--- config.mk ---
export PLATFORM = sky130hd
export DESIGN_NAME = apb_pstwo_ctrl
export DESIGN_NICKNAME = d
export VERILOG_FILES = /design/src/rtl/apb_pstwo_pkg.sv /design/src/rtl/pstwo_byte_shifter.sv /design/src/rtl/apb_pstwo_ctrl.sv
export SDC_FILE = /design/constraint.sdc
export NUM_CORES = 1
export LEC_CHECK = 0
export CAP_MARGIN = 5
export CORE_ASPECT_RATIO = 0.7
export CORE_UTILIZATION = 40
export CTS_CLUSTER_DIAMETER = 120
export CTS_CLUSTER_SIZE = 12
export DETAILED_ROUTE_END_ITERATION = 10
export GPL_TIMING_DRIVEN = 0
export PLACE_DENSITY = 0.64
export SLEW_MARGIN = 10
export SYNTH_ARGS = -nofsm -noshare
export SYNTH_HDL_FRONTEND = slang
export SYNTH_SLANG_ARGS = --single-unit
--- constraint.sdc ---
create_clock -name PCLK -period 4.1 [get_ports PCLK]
set_input_delay 0.615 -clock PCLK [delete_from_list [all_inputs] [get_ports PCLK]]
set_output_delay 0.615 -clock PCLK [all_outputs]
set_load 0.05 [all_outputs]
--- src/rtl/apb_pstwo_pkg.sv ---
// Shared definitions for the APB PS2 gamepad poll engine: register offsets,
// protocol bytes, STATUS bit positions and the sequencer state encoding.
package apb_pstwo_pkg;

  localparam logic [11:0] ADDR_CTRL   = 12'h000;
  localparam logic [11:0] ADDR_STATUS = 12'h004;
  localparam logic [11:0] ADDR_DATA0  = 12'h008;
  localparam logic [11:0] ADDR_DATA1  = 12'h00C;
  localparam logic [11:0] ADDR_PERIOD = 12'h010;

  localparam logic [7:0] CMD_START = 8'h01;
  localparam logic [7:0] CMD_POLL  = 8'h42;
  localparam logic [7:0] ID_ACK    = 8'h5A;

  localparam int STAT_BUSY = 0;
  localparam int STAT_DONE = 1;
  localparam int STAT_ERR  = 2;

  localparam int CTRL_START = 0;
  localparam int CTRL_AUTO  = 1;

  localparam logic [23:0] PERIOD_RST = 24'h0C3500;

  typedef enum logic [2:0] {
    ST_IDLE,
    ST_CS_SETUP,
    ST_BIT_LO,
    ST_BIT_HI,
    ST_GAP,
    ST_CS_HOLD,
    ST_FINISH
  } state_t;

  // Command byte sent in each of the 9 transaction slots.
  function automatic logic [7:0] cmd_byte(input logic [3:0] idx);
    case (idx)
      4'd0:    return CMD_START;
      4'd1:    return CMD_POLL;
      default: return 8'h00;
    endcase
  endfunction

endpackage

--- src/rtl/pstwo_byte_shifter.sv ---
// Full-duplex 8-bit LSB-first shifter: DO is registered so it only moves on
// load/shift strobes; rx bits enter at the MSB and walk down.
module pstwo_byte_shifter (
  input  logic       clk,
  input  logic       rst_n,
  input  logic       load,
  input  logic       shift,
  input  logic       sample,
  input  logic [7:0] tx_byte,
  input  logic       di,
  output logic       do_bit,
  output logic [7:0] rx_byte
);

  logic [7:0] tx_sr;

  always_ff @(posedge clk) begin
    if (!rst_n) begin
      tx_sr   <= 8'hFF;
      do_bit  <= 1'b1;
      rx_byte <= 8'hFF;
    end else begin
      if (load) begin
        do_bit <= tx_byte[0];
        tx_sr  <= {1'b1, tx_byte[7:1]};
      end else if (shift) begin
        do_bit <= tx_sr[0];
        tx_sr  <= {1'b1, tx_sr[7:1]};
      end
      if (sample) rx_byte <= {di, rx_byte[7:1]};
    end
  end

endmodule

--- src/rtl/apb_pstwo_ctrl.sv ---
// APB PS2 gamepad poll engine: sequences a 9-byte poll and publishes bytes 1..8.
// Optional auto-poll timer, AUTO bit and PERIOD register under PSTWO_AUTO_POLL_EN.
module apb_pstwo_ctrl
  import apb_pstwo_pkg::*;
#(
  parameter int CLK_DIV  = 100,
  parameter int BYTE_GAP = 200
) (
  input  logic        PCLK,
  input  logic        PRESETn,
  input  logic        PSEL,
  input  logic        PENABLE,
  input  logic        PWRITE,
  input  logic [15:0] PADDR,
  input  logic [31:0] PWDATA,
  output logic [31:0] PRDATA,
  output logic        PREADY,
  output logic        PSLVERR,
  output logic        PS2_CS,
  output logic        PS2_CLK,
  output logic        PS2_DO,
  input  logic        PS2_DI,
  output state_t      dbg_state
);

  localparam logic [15:0] DIV_LAST = 16'(CLK_DIV - 1);
  localparam logic [15:0] GAP_LAST = 16'(BYTE_GAP - 1);

  state_t      state, state_next;
  logic [15:0] cnt;
  logic [2:0]  bit_idx;
  logic [3:0]  byte_idx;
  logic [63:0] shadow;
  logic [31:0] data0, data1;
  logic        done, err, busy;
  logic        di_meta, di_sync;
  logic        load, shift, sample, byte_end;
  logic        tick, ctrl_auto, start_req;
  logic [23:0] period_rd;
  logic [7:0]  rx_byte;
  logic        do_bit;

  wire        wr   = PSEL & ~PENABLE & PWRITE;
  wire [11:0] addr = PADDR[11:0];

  logic unused_bits;
  assign unused_bits = ^{PADDR[15:12], PWDATA[31:3]};

  assign PREADY    = 1'b1;
  assign PSLVERR   = 1'b0;
  assign dbg_state = state;
  assign busy      = (state != ST_IDLE);
  assign start_req = (wr && addr == ADDR_CTRL && PWDATA[CTRL_START]) || tick;

  assign PS2_CS  = (state == ST_IDLE) || (state == ST_FINISH);
  assign PS2_CLK = (state != ST_BIT_LO);
  assign PS2_DO  = do_bit;

  always_ff @(posedge PCLK) begin
    if (!PRESETn) begin
      di_meta <= 1'b1;
      di_sync <= 1'b1;
    end else begin
      di_meta <= PS2_DI;
      di_sync <= di_meta;
    end
  end

  always_comb begin
    state_next = state;
    load       = 1'b0;
    shift      = 1'b0;
    sample     = 1'b0;
    byte_end   = 1'b0;
    unique case (state)
      ST_IDLE:     if (start_req) state_next = ST_CS_SETUP;
      ST_CS_SETUP: if (cnt == DIV_LAST) begin state_next = ST_BIT_LO; load = 1'b1; end
      ST_BIT_LO:   if (cnt == DIV_LAST) state_next = ST_BIT_HI;
      ST_BIT_HI: begin
        sample = (cnt == 16'd0);
        if (cnt == DIV_LAST) begin
          if (bit_idx == 3'd7) begin
            byte_end   = 1'b1;
            state_next = (byte_idx == 4'd8) ? ST_CS_HOLD : ST_GAP;
          end else begin
            state_next = ST_BIT_LO;
            shift      = 1'b1;
          end
        end
      end
      ST_GAP:      if (cnt == GAP_LAST) begin state_next = ST_BIT_LO; load = 1'b1; end
      ST_CS_HOLD:  if (cnt == DIV_LAST) state_next = ST_FINISH;
      ST_FINISH:   state_next = ST_IDLE;
      default:     state_next = ST_IDLE;
    endcase
  end

  always_ff @(posedge PCLK) begin
    if (!PRESETn) begin
      state    <= ST_IDLE;
      cnt      <= 16'd0;
      bit_idx  <= 3'd0;
      byte_idx <= 4'd0;
      shadow   <= '1;
    end else begin
      state <= state_next;
      cnt   <= (state_next != state || state == ST_IDLE) ? 16'd0 : cnt + 16'd1;
      if (state == ST_BIT_HI && cnt == DIV_LAST) bit_idx <= bit_idx + 3'd1;
      if (state == ST_IDLE) byte_idx <= 4'd0;
      else if (byte_end) byte_idx <= byte_idx + 4'd1;
      // Byte 0 is the controller's idle response and is dropped.
      if (byte_end && byte_idx != 4'd0) shadow <= {rx_byte, shadow[63:8]};
    end
  end

  pstwo_byte_shifter u_shifter (
    .clk     (PCLK),
    .rst_n   (PRESETn),
    .load    (load),
    .shift   (shift),
    .sample  (sample),
    .tx_byte (cmd_byte(byte_idx)),
    .di      (di_sync),
    .do_bit  (do_bit),
    .rx_byte (rx_byte)
  );

  // Hardware set outranks a same-cycle W1C, so a completing poll is never lost.
  always_ff @(posedge PCLK) begin
    if (!PRESETn) begin
      done  <= 1'b0;
      err   <= 1'b0;
      data0 <= 32'hFFFF_FFFF;
      data1 <= 32'hFFFF_FFFF;
    end else begin
      if (state == ST_FINISH) done <= 1'b1;
      else if (wr && addr == ADDR_STATUS && PWDATA[STAT_DONE]) done <= 1'b0;
      if (state == ST_FINISH && shadow[15:8] != ID_ACK) err <= 1'b1;
      else if (wr && addr == ADDR_STATUS && PWDATA[STAT_ERR]) err <= 1'b0;
      if (state == ST_FINISH && shadow[15:8] == ID_ACK) begin
        data0 <= shadow[31:0];
        data1 <= shadow[63:32];
      end
    end
  end

`ifdef PSTWO_AUTO_POLL_EN
  logic        auto_q;
  logic [23:0] period_q, timer;

  // Tick is registered, so a poll starts PERIOD+2 idle cycles after FINISH.
  always_ff @(posedge PCLK) begin
    if (!PRESETn) begin
      auto_q   <= 1'b0;
      period_q <= PERIOD_RST;
      timer    <= 24'd0;
      tick     <= 1'b0;
    end else begin
      if (wr && addr == ADDR_CTRL)   auto_q   <= PWDATA[CTRL_AUTO];
      if (wr && addr == ADDR_PERIOD) period_q <= PWDATA[23:0];
      if (state == ST_FINISH) timer <= (period_q == 24'd0) ? 24'd1 : period_q;
      else if (state == ST_IDLE && auto_q && timer != 24'd0) timer <= timer - 24'd1;
      tick <= (state == ST_IDLE) && auto_q && (timer == 24'd0);
    end
  end

  assign ctrl_auto = auto_q;
  assign period_rd = period_q;
`else
  assign tick      = 1'b0;
  assign ctrl_auto = 1'b0;
  assign period_rd = 24'd0;
`endif

  always_comb begin
    PRDATA = 32'd0;
    if (PSEL && !PWRITE) begin
      case (addr)
        ADDR_CTRL:   PRDATA = {30'd0, ctrl_auto, 1'b0};
        ADDR_STATUS: PRDATA = {29'd0, err, done, busy};
        ADDR_DATA0:  PRDATA = data0;
        ADDR_DATA1:  PRDATA = data1;
        ADDR_PERIOD: PRDATA = {8'd0, period_rd};
        default:     PRDATA = 32'd0;
      endcase
    end
  end

endmodule
==> results.json, run 1 <==
{
  "cp_data_arrival_time_ns": 3.33,
  "ioPinCount": 94,
  "path_clk_slew_ns": 0.06,
  "clock.fmax_mhz": 253,
  "starting_utilization_of_the_core_area": 0.410,
  "postSynthRegisterBits": 174,
  "leakagePower_nw": 3.76,
  "final_cell_mix": "nand2_1 (270), dfxtp_1 (174), nand3_1 (136), nor2_1 (57), clkbuf_1 (37)",
  "gp_congestion": 0.833,
  "chip_height_um": 113,
  "detail_route.wl_per_cell_um": 15.6,
  "postSynth.asyncResetShare": 0,
  "worst_reg2reg_endpoint": "cnt[5]",
  "cell_area_after_technology_mapping_mm2": 0.00703,
  "final_setup_fails": 0,
  "sequentialPowerShare": 0.497,
  "via_per_inst": 5.20,
  "detailed_place_hpwl_um": 13700,
  "switching_share": 0.223,
  "final.fill_count": 1709,
  "worstMarginPinSlew_ns": 1.22,
  "synthesized_instance_count": 889,
  "min_period_ns": 3.95,
  "layout-area-overhead-vs-synth_pct": 20.3,
  "synth_cell_types": 48,
  "grt_pass1_vias": 5625,
  "sequential_element_share_of_the_synthesized_area": 0.495,
  "antenna_violations_before_repair": 0,
  "drive_above_1_share": 0.0746,
  "track_usage": 0.215,
  "min_delay_path_depth": 1,
  "worst_slew_margin_rel": 0.178,
  "timing.clock.skew_ns": 0.00930,
  "synth_area_leaders": "dfxtp_1 (50%), nand2_1 (14%), nand3_1 (9.7%), a22oi_1 (3.7%), nor2_1 (3.0%)",
  "startpoint_type": "input pin",
  "htreeDepth": 4,
  "clockRootBuffer": "clkbuf_16",
  "number_of_design_rule_violations_left_by_the_first_detailed_router_iteration": 518,
  "grt_start_max_net_pins": 17,
  "timing.critical_path.fanout_max": 10,
  "drt_drc_violations_left": 0,
  "worstHoldPathType": "flip-flop to flip-flop",
  "clock_sink_count": 174,
  "first_pass_grt_wire_length_um": 30400,
  "cell_internal_pwr_mw": 2.64,
  "clock_group_share_of_total_power": 0.481,
  "longest_clk_path_bufs": 2,
  "synth_nets": 950,
  "core-area_mm2": 0.0172,
  "die_w_um": 160,
  "outcome": "completed",
  "post-synth-top-area-cell": "dfxtp_1",
  "timing.critical_path.from": "PADDR[1]",
  "final-hold-violation-count": 0,
  "crit_end": "PRDATA[26]",
  "final_common_cell": "nand2_1",
  "power.net_switching_uw": 757,
  "rsz0062_at_grt": "false",
  "floorplan.die_area_mm2": 0.0181,
  "num-nets-final": 1026,
  "drt-total-wl_um": 18800,
  "endpoint_kind": "output port",
  "worst-endpoint-required_ns": 3.48,
  "dpl-instance-area_mm2": 0.00788,
  "period_share": 0.963,
  "tritoncts": "built",
  "r2r-start": "cnt[13]",
  "drt_pre_antenna_iters": 5,
  "cts_made_buffers": 17,
  "post_layout_utilization_of_the_core": 0.493,
  "hold_path_startpoint": "di_meta",
  "r2r_cells": 5,
  "global_route.overflow_total": 0,
  "cts_hold_buf": 0,
  "dominantRegCellSynth": "dfxtp_1",
  "synthDominantCellAreaShare": 0.495,
  "clk-insertion-delay-late_ns": 0.43,
  "io_buffers": 56,
  "vias": 6290,
  "synth.avg_cell_area_um2": 7.91,
  "pwr-share-comb": 0.021,
  "post_route_antenna_net_violation_count": 0,
  "antennaDiodeCount": 0,
  "synth-warning-count": 0,
  "criticalPathCategory": "input pin to output port",
  "synth_edf_count": 0,
  "pwr_density_cell_mw_per_mm2": 402,
  "post-route-cell-area_mm2": 0.00846,
  "worst-r2r-setup-slack_ns": 1.23,
  "vdd_ir_drop_max_mv": 0.213,
  "timing.max_cap.violations": 0,
  "num_rows": 40,
  "timing.final.max_slew_violations": 0
}
per-stage QoR:
step / power [mW] / hold WS, ns / setup TNS, ns / instances / worst slack, ns
after floorplan: 1.76 / 0.386 / 0 / 889 / 0.464
after global placement: 1.80 / 0.388 / -29.04 / 1176 / -1.01
after detailed placement: 1.80 / 0.397 / -31.31 / 1176 / -1.07
after CTS: 3.42 / 0.412 / 0 / 1209 / 0.000651
after global routing: 3.50 / 0.420 / 0 / 1209 / 0.00435
final: 3.40 / 0.408 / 0 / 1209 / 0.152
synthesized netlist by cell type (2+ instances only):
| library cell | number |
|---|---|
| xnor2_1 | 8 |
| and3_1 | 9 |
| conb_1 | 2 |
| nor2_1 | 57 |
| nor3b_1 | 2 |
| or4_4 | 2 |
| inv_1 | 14 |
| mux2_2 | 2 |
| nand2b_1 | 6 |
| nand4_1 | 3 |
| clkbuf_1 | 39 |
| ha_1 | 7 |
| nand3b_1 | 6 |
| nand4b_1 | 3 |
| and2_1 | 6 |
| nor3_1 | 7 |
| or3_1 | 5 |
| nand3_1 | 136 |
| a21o_1 | 4 |
| nor4_1 | 7 |
| buf_1 | 2 |
| a22oi_1 | 35 |
| mux2i_1 | 10 |
| a21oi_1 | 8 |
| o211ai_1 | 2 |
| xor2_1 | 9 |
| nor2b_1 | 3 |
| o21ai_0 | 11 |
| buf_2 | 17 |
| dfxtp_1 | 174 |
| buf_4 | 2 |
| or4_1 | 5 |
| a31oi_1 | 2 |
| nand2_1 | 270 |
layer usage:
layer  wire (um)  GRT usage  vias to the layer above
li1            -          -                     3123
met4         223     0.0616                        0
met3        1230     0.0407                       17
met1       10100      0.334                     2963
met5           0          0                        -
met2        7270      0.293                      187
worst min path at each step:
stage | to | slack (ns)
floorplan | di_sync | 0.39
global placement | di_sync | 0.39
detailed placement | di_sync | 0.40
CTS | di_sync | 0.41
global route | di_sync | 0.42
finish | di_sync | 0.41
repair_timing:
item / 4_1_cts / 5_1_grt
setup buffers: 1 / 0
pin swaps: 1 / 0
gates resized for setup: 39 / 21
setup endpoints to repair: 32 / 24
endpoints found under the hold margin: 0 / 0
power groups by stage:
| stage | Clock (mW) | Sequential [mW] | Combinational [mW] |
|---|---|---|---|
| final | 1.64 | 1.69 | 0.0722 |
| after global routing | 1.73 | 1.69 | 0.0777 |
| after CTS | 1.65 | 1.69 | 0.0720 |
| after detailed placement | 0 | 1.73 | 0.0704 |
| after global placement | 0 | 1.73 | 0.0697 |
| after floorplan | 0 | 1.73 | 0.0357 |
state kept, by name, indices dropped and copies added, names as in the netlist:
signal and count:
bit_idx 3, byte_idx 4, cnt 16, data0 32
data1 32, dbg_state 3, di_meta 1, di_sync 1
done 1, err 1, shadow 64, u_shifter.do_bit 1
u_shifter.rx_byte 8, u_shifter.tx_sr 7
area by class of cell:
class / count / area, um2 / share of cell area
plain buffers: 61 / 270 / 0.0319
clock buffers: 18 / 439 / 0.0519
clock inverters: 14 / 160 / 0.0189
inverters: 14 / 52.6 / 0.00621
multi-input cells: 640 / 3250 / 0.384
flip-flops and latches: 174 / 3480 / 0.412
well taps: 231 / 289 / 0.0342
repair buffers: 57 / 513 / 0.0606
cell families (layout without fill, tap and decap cells):
| kind of cell | Yosys count | count (layout) | synth area share |
|---|---|---|---|
| compound gates | 69 | 69 | 0.0678 |
| xor+xnor | 17 | 17 | 0.0212 |
| fa+ha+maj | 7 | 7 | 0.0125 |
| buf+inv | 75 | 164 | 0.0452 |
| flops | 174 | 174 | 0.495 |
| mux | 12 | 12 | 0.0174 |
| other cells | 2 | 2 | 0.00107 |
| simple gates | 533 | 533 | 0.340 |
critical path, stage by stage:
cell,delay [ns]
clkdlybuf4s50_1,0.39
or4_1,0.58
nor4_4,0.34
and2_1,0.23
buf_2,0.26
buf_2,0.28
a22oi_1,0.12
nor2_1,0.12
clkdlybuf4s15_2,0.39
Power figures use the tool's default switching activity.
==> run 2, diff against run 1 <==
- CORE_UTILIZATION: 40 -> 59
- PLACE_DENSITY: 0.64 -> 0.88
==> run 2 against run 1 <==
  * Clock power is 8% higher
  * Sequential share of layout area is 0.098 points higher
  * Final area is 0.24% lower
  * Combinational power is 1% lower
  * Critical path depth stayed put
  * Power is 3.8% higher
  * Via count is 4.6% higher
  * Largest cell class unchanged
  * Highest routed layer unchanged
==> results.json, run 2 (synthesized netlist as in run 1, its figures left out) <==
{
  "power.net_switching_uw": 713,
  "final.setup.tns_ns": 0,
  "clock_group_share_of_total_power": 0.501,
  "cts_made_buffers": 17,
  "slowest_delay_ns": 0.57,
  "clk-insertion-delay-late_ns": 0.43,
  "largest_register": "shadow",
  "timing.critical_path.fanout_max": 10,
  "num_rows": 32,
  "sequentialPowerShare": 0.479,
  "antennaDiodeCount": 0,
  "number_of_design_rule_violations_left_by_the_first_detailed_router_iteration": 698,
  "io_buffers": 56,
  "worst_path_most_repeated_cell": "buf_2",
  "global_route.overflow_total": 0,
  "final_setup_fails": 0,
  "min_period_ns": 4.00,
  "period_share": 0.977,
  "die_w_um": 132,
  "timing.clock.skew_ns": 0.0175,
  "chip_height_um": 93.3,
  "layout-area-overhead-vs-synth_pct": 20.0,
  "cell_internal_pwr_mw": 2.82,
  "path_clk_slew_ns": 0.06,
  "ioPinCount": 94,
  "timing.final.max_slew_violations": 0,
  "final.fill_count": 824,
  "final-hold-violation-count": 0,
  "num-nets-final": 1026,
  "clock.fmax_mhz": 250,
  "longest_clk_path_bufs": 2,
  "first_pass_grt_wire_length_um": 30900,
  "largest_register_ff_count": 64,
  "post_route_antenna_net_violation_count": 0,
  "pwr-share-comb": 0.020,
  "leakagePower_nw": 3.71,
  "vias": 6581,
  "outcome": "completed",
  "drt_drc_violations_left": 0,
  "pwr_density_cell_mw_per_mm2": 418,
  "worstHoldPathType": "flip-flop to flip-flop",
  "antenna_violations_before_repair": 0,
  "floorplan.die_area_mm2": 0.0124,
  "clockRootBuffer": "clkbuf_16",
  "drive_above_1_share": 0.0706,
  "via_per_inst": 5.82,
  "gp_congestion": 0.898,
  "drt_pre_antenna_iters": 6,
  "worst_slew_margin_rel": 0.260,
  "starting_utilization_of_the_core_area": 0.623,
  "drt-total-wl_um": 18900,
  "crit_slowest_cell": "or4_1",
  "grt_pass1_vias": 6131,
  "largest_registers": "shadow x64, data0 x32, data1 x32",
  "switching_share": 0.202,
  "placed_cells": 1098,
  "endpoint_kind": "output port",
  "detail_route.wl_per_cell_um": 16.7,
  "post_layout_nonfiller_instances": 1131,
  "criticalPathCategory": "input pin to output port",
  "final_cell_mix": "nand2_1 (270), dfxtp_1 (174), nand3_1 (136), nor2_1 (57), clkbuf_1 (41)",
  "final_common_cell": "nand2_1",
  "timing.max_cap.violations": 0,
  "track_usage": 0.323,
  "grt_start_max_net_pins": 17,
  "worst-endpoint-required_ns": 3.48,
  "vdd_ir_drop_max_mv": 0.347,
  "detailed_place_hpwl_um": 12800,
  "clock_sink_count": 174,
  "core-area_mm2": 0.0113,
  "htreeDepth": 4,
  "critical_path_cell_sequence": "clkdlybuf4s50_1, or4_1, nor4_4, and3_1, buf_2, buf_2, a22oi_1, nor2_1, clkdlybuf4s15_2",
  "tritoncts": "built",
  "worstMarginPinSlew_ns": 1.10,
  "startpoint_type": "input pin",
  "cp_data_arrival_time_ns": 3.39
}
-- run 2: changes by cell type in the layout (fill, tap and decap cells not counted), moves of 2 or more --
cell	change
clkdlybuf4s15_2	+10
clkinv_4	-4
dlygate4sd2_1	+2
dlymetal6s2s_1	-4
bufinv_16	+3
inv_6	-2
clkbuf_2	-8
clkbuf_1	+4
-- run 2: metrics by stage --
step                      instance area (um2)  setup slack (ns)  utilization  power (mW)  hold slack [ns]
after CTS                                8430           0.00250        0.747        3.52            0.415
after floorplan                          7030             0.464            -        1.76            0.386
final                                    8440            0.0959        0.747        3.53            0.413
after global routing                     8440          -0.00721        0.747        3.60            0.434
after global placement                   7780            -0.831        0.689        1.80            0.389
after detailed placement                 7780            -0.913        0.689        1.80            0.399
-- run 2: power by group through the flow --
stage | sequential [mW] | clock [mW] | combinational [mW]
2_1_floorplan | 1.73 | 0 | 0.0357
3_3_place_gp | 1.73 | 0 | 0.0669
3_5_place_dp | 1.73 | 0 | 0.0675
4_1_cts | 1.69 | 1.76 | 0.0695
5_1_grt | 1.69 | 1.84 | 0.0756
6_report | 1.69 | 1.77 | 0.0715
-- run 2: worst max-delay path, delay by kind of cell --
family	cells	cell delay, ns
AO/OA/AOI/OAI	1	0.11
AND/OR/NAND/NOR	4	1.31
buffers and inverters	4	1.33
-- run 2: layout make-up --
| class | count | area (um2) | share of cell area |
|---|---|---|---|
| plain buffers | 61 | 268 | 0.0317 |
| clock buffers | 22 | 454 | 0.0538 |
| repair buffers | 57 | 558 | 0.0661 |
| flip-flops and latches | 174 | 3480 | 0.413 |
| well taps | 153 | 191 | 0.0227 |
| multi-input cells | 640 | 3250 | 0.385 |
| clock inverters | 10 | 186 | 0.0221 |
| inverters | 14 | 52.6 | 0.00623 |
-- run 2: repair_timing --
action                                  CTS  global route
pin swaps                                 0             1
setup buffers                             0             1
resized for setup                        56             4
hold buffers                              0             0
endpoints found under the setup margin   32            31
-- run 2: final timing paths --
| path | start | endpoint | slack (ns) | cells past startpoint |
|---|---|---|---|---|
| setup reg to reg | cnt[7] | cnt[6] | 1.27 | 6 |
| hold reg to reg | di_meta | di_sync | 0.41 | 1 |
| hold / removal | di_meta | di_sync | 0.41 | 1 |
| setup / recovery | PADDR[1] | PRDATA[21] | 0.1 | 9 |
-- run 2: routing by layer --
metal | GRT usage | routed length [um] | vias to the layer above
met4 | 0.119 | 417 | 0
met3 | 0.0770 | 2070 | 55
met5 | 0 | 0 | -
li1 | - | - | 3128
met1 | 0.451 | 8610 | 3035
met2 | 0.486 | 7790 | 363
==> run 3, diff against run 2 <==
- CORE_UTILIZATION: 59 -> 55
- PLACE_DENSITY: 0.88 -> 0.83
- clock period: 4.1 -> 4.4 ns (I/O delays scaled with it)
==> run 3 against run 2 <==
  * Final cell count grew 0.71%
  * Clock skew shrank 0.0044 ns
  * Wire length decreased by 1.8%
  * Critical endpoint is now PRDATA[19]
  * Worst setup slack improved by 0.15 ns
  * Sequential share of layout area rose by 0.098 points
  * Die area grew 7.1%
  * Sequential cell count unchanged
==> results.json, run 3 (synthesized netlist as in run 1, its figures left out) <==
{
  "outcome": "completed",
  "via_per_inst": 5.67,
  "path_clk_slew_ns": 0.06,
  "endpoint_kind": "output port",
  "largest_register": "shadow",
  "cp_data_arrival_time_ns": 3.50,
  "leakagePower_nw": 3.88,
  "globalRoute.busiestLayer": "met1",
  "pwr_density_cell_mw_per_mm2": 390,
  "r2r_cells": 7,
  "dp_slack_ns": -0.746,
  "timing.final.max_slew_violations": 0,
  "drive_above_1_share": 0.0727,
  "grt_pass1_vias": 5908,
  "layout-area-overhead-vs-synth_pct": 19.7,
  "clockRootBuffer": "clkbuf_16",
  "final_common_cell": "nand2_1",
  "drt_drc_violations_left": 0,
  "final_cell_mix": "nand2_1 (270), dfxtp_1 (174), nand3_1 (136), nor2_1 (57), clkbuf_1 (37)",
  "largest_register_ff_count": 64,
  "r2r-start": "cnt[13]",
  "criticalPathCategory": "input pin to output port",
  "number_of_design_rule_violations_left_by_the_first_detailed_router_iteration": 608,
  "num_rows": 34,
  "track_usage": 0.294,
  "core-area_mm2": 0.0124,
  "final-hold-violation-count": 0,
  "clock.fmax_mhz": 241,
  "worst-r2r-setup-slack_ns": 1.57,
  "final_setup_fails": 0,
  "antennaDiodeCount": 0,
  "htreeDepth": 4,
  "cts_made_buffers": 17,
  "worstMarginPinSlew_ns": 1.03,
  "rsz0062_at_grt": "false",
  "antenna_violations_before_repair": 0,
  "first_pass_grt_wire_length_um": 30200,
  "grt_start_max_net_pins": 17,
  "startpoint_type": "input pin",
  "min_period_ns": 4.16,
  "io_buffers": 56,
  "worst_reg2reg_endpoint": "shadow[15]",
  "starting_utilization_of_the_core_area": 0.566,
  "worst_slew_margin_rel": 0.306,
  "grt_util_met2": 0.409,
  "num-nets-final": 1025,
  "period_share": 0.945,
  "drt_pre_antenna_iters": 5,
  "global_route.overflow_total": 0,
  "timing.critical_path.fanout_max": 10,
  "chip_height_um": 96.6,
  "crit_end": "PRDATA[19]",
  "cts_hold_buf": 0,
  "detailed_place_hpwl_um": 12800,
  "timing.max_cap.violations": 0,
  "largest_registers": "shadow x64, data0 x32, data1 x32",
  "ioPinCount": 94,
  "gr_layer_usage_met1": 0.454,
  "worst-endpoint-required_ns": 3.74,
  "worstHoldPathType": "flip-flop to flip-flop",
  "timing.final.ws_setup_ns": 0.242,
  "vdd_ir_drop_max_mv": 0.366,
  "timing.critical_path.from": "PADDR[6]",
  "gp_congestion": 0.862,
  "clock_sink_count": 174,
  "final_layout_worst_hold_slack_ns": 0.405,
  "post_route_antenna_net_violation_count": 0,
  "drt-total-wl_um": 18500,
  "tritoncts": "built",
  "groute.layer.met3.usage": 0.0461,
  "longest_clk_path_bufs": 2,
  "die_w_um": 137,
  "detail_route.wl_per_cell_um": 16.3,
  "vias": 6457,
  "clk-insertion-delay-late_ns": 0.43,
  "timing.clock.skew_ns": 0.0132,
  "floorplan.die_area_mm2": 0.0132
}
run 3: changes by cell type in the layout (fill, tap and decap cells not counted), moves of 4 or more:
| cell | change |
|---|---|
| inv_6 | +5 |
| clkbuf_2 | +10 |
| clkbuf_1 | -4 |
| clkdlybuf4s15_2 | -11 |
| dlymetal6s2s_1 | +11 |
| dlygate4sd2_1 | -9 |
run 3: cell type report:
type                    count  area (um2)
plain buffers              61         268
clock buffers              18         439
clock inverters            14         203
flip-flops and latches    174        3480
multi-input cells         640        3250
fillers                  1024        4000
inverters                  14        52.6
repair buffers             56         526
well taps                 162         203
run 3: critical path, stage by stage:
cell	delay, ns
clkdlybuf4s50_1	0.41
or4_1	0.56
nor4_4	0.45
o2111ai_1	0.35
clkbuf_1	0.33
nor2_1	0.18
dlygate4sd2_1	0.54
run 3: worst min path at each step:
stage	from	endpoint	slack [ns]	cells past startpoint
6_report	di_meta	di_sync	0.41	1
5_1_grt	di_meta	di_sync	0.45	1
4_1_cts	di_meta	di_sync	0.41	1
3_5_place_dp	di_meta	di_sync	0.40	1
3_3_place_gp	di_meta	di_sync	0.39	1
2_1_floorplan	di_meta	di_sync	0.39	1
run 3: what timing repair did:
action | CTS | global route
buffers inserted | 0 | 0
setup endpoints to repair | 32 | 21
gates resized for setup | 24 | 31
run 3: layer usage:
metal / part of all wire / vias up / wire, um
met5: 0 / - / 0
met4: 0.014 / 0 / 254
met3: 0.096 / 22 / 1780
met2: 0.41 / 308 / 7600
met1: 0.48 / 3001 / 8920
li1: - / 3126 / -
run 3: metrics by stage:
step / cells / setup TNS [ns] / total power, mW / instance area (um2) / utilization
after floorplan: 889 / 0 / 1.64 / 7030 / -
after global placement: 1107 / -18.00 / 1.67 / 7790 / 0.628
after detailed placement: 1107 / -20.03 / 1.67 / 7790 / 0.628
after CTS: 1139 / 0 / 3.29 / 8430 / 0.679
after global routing: 1139 / 0 / 3.36 / 8420 / 0.678
final: 1139 / 0 / 3.28 / 8420 / 0.678
run 3: where the power goes:
part / switching, mW / total, mW / internal, mW
clock network: 0.662 / 1.64 / 0.977
logic: 0.0407 / 0.0659 / 0.0252
registers: 0.000156 / 1.58 / 1.57
total: 0.703 / 3.28 / 2.58
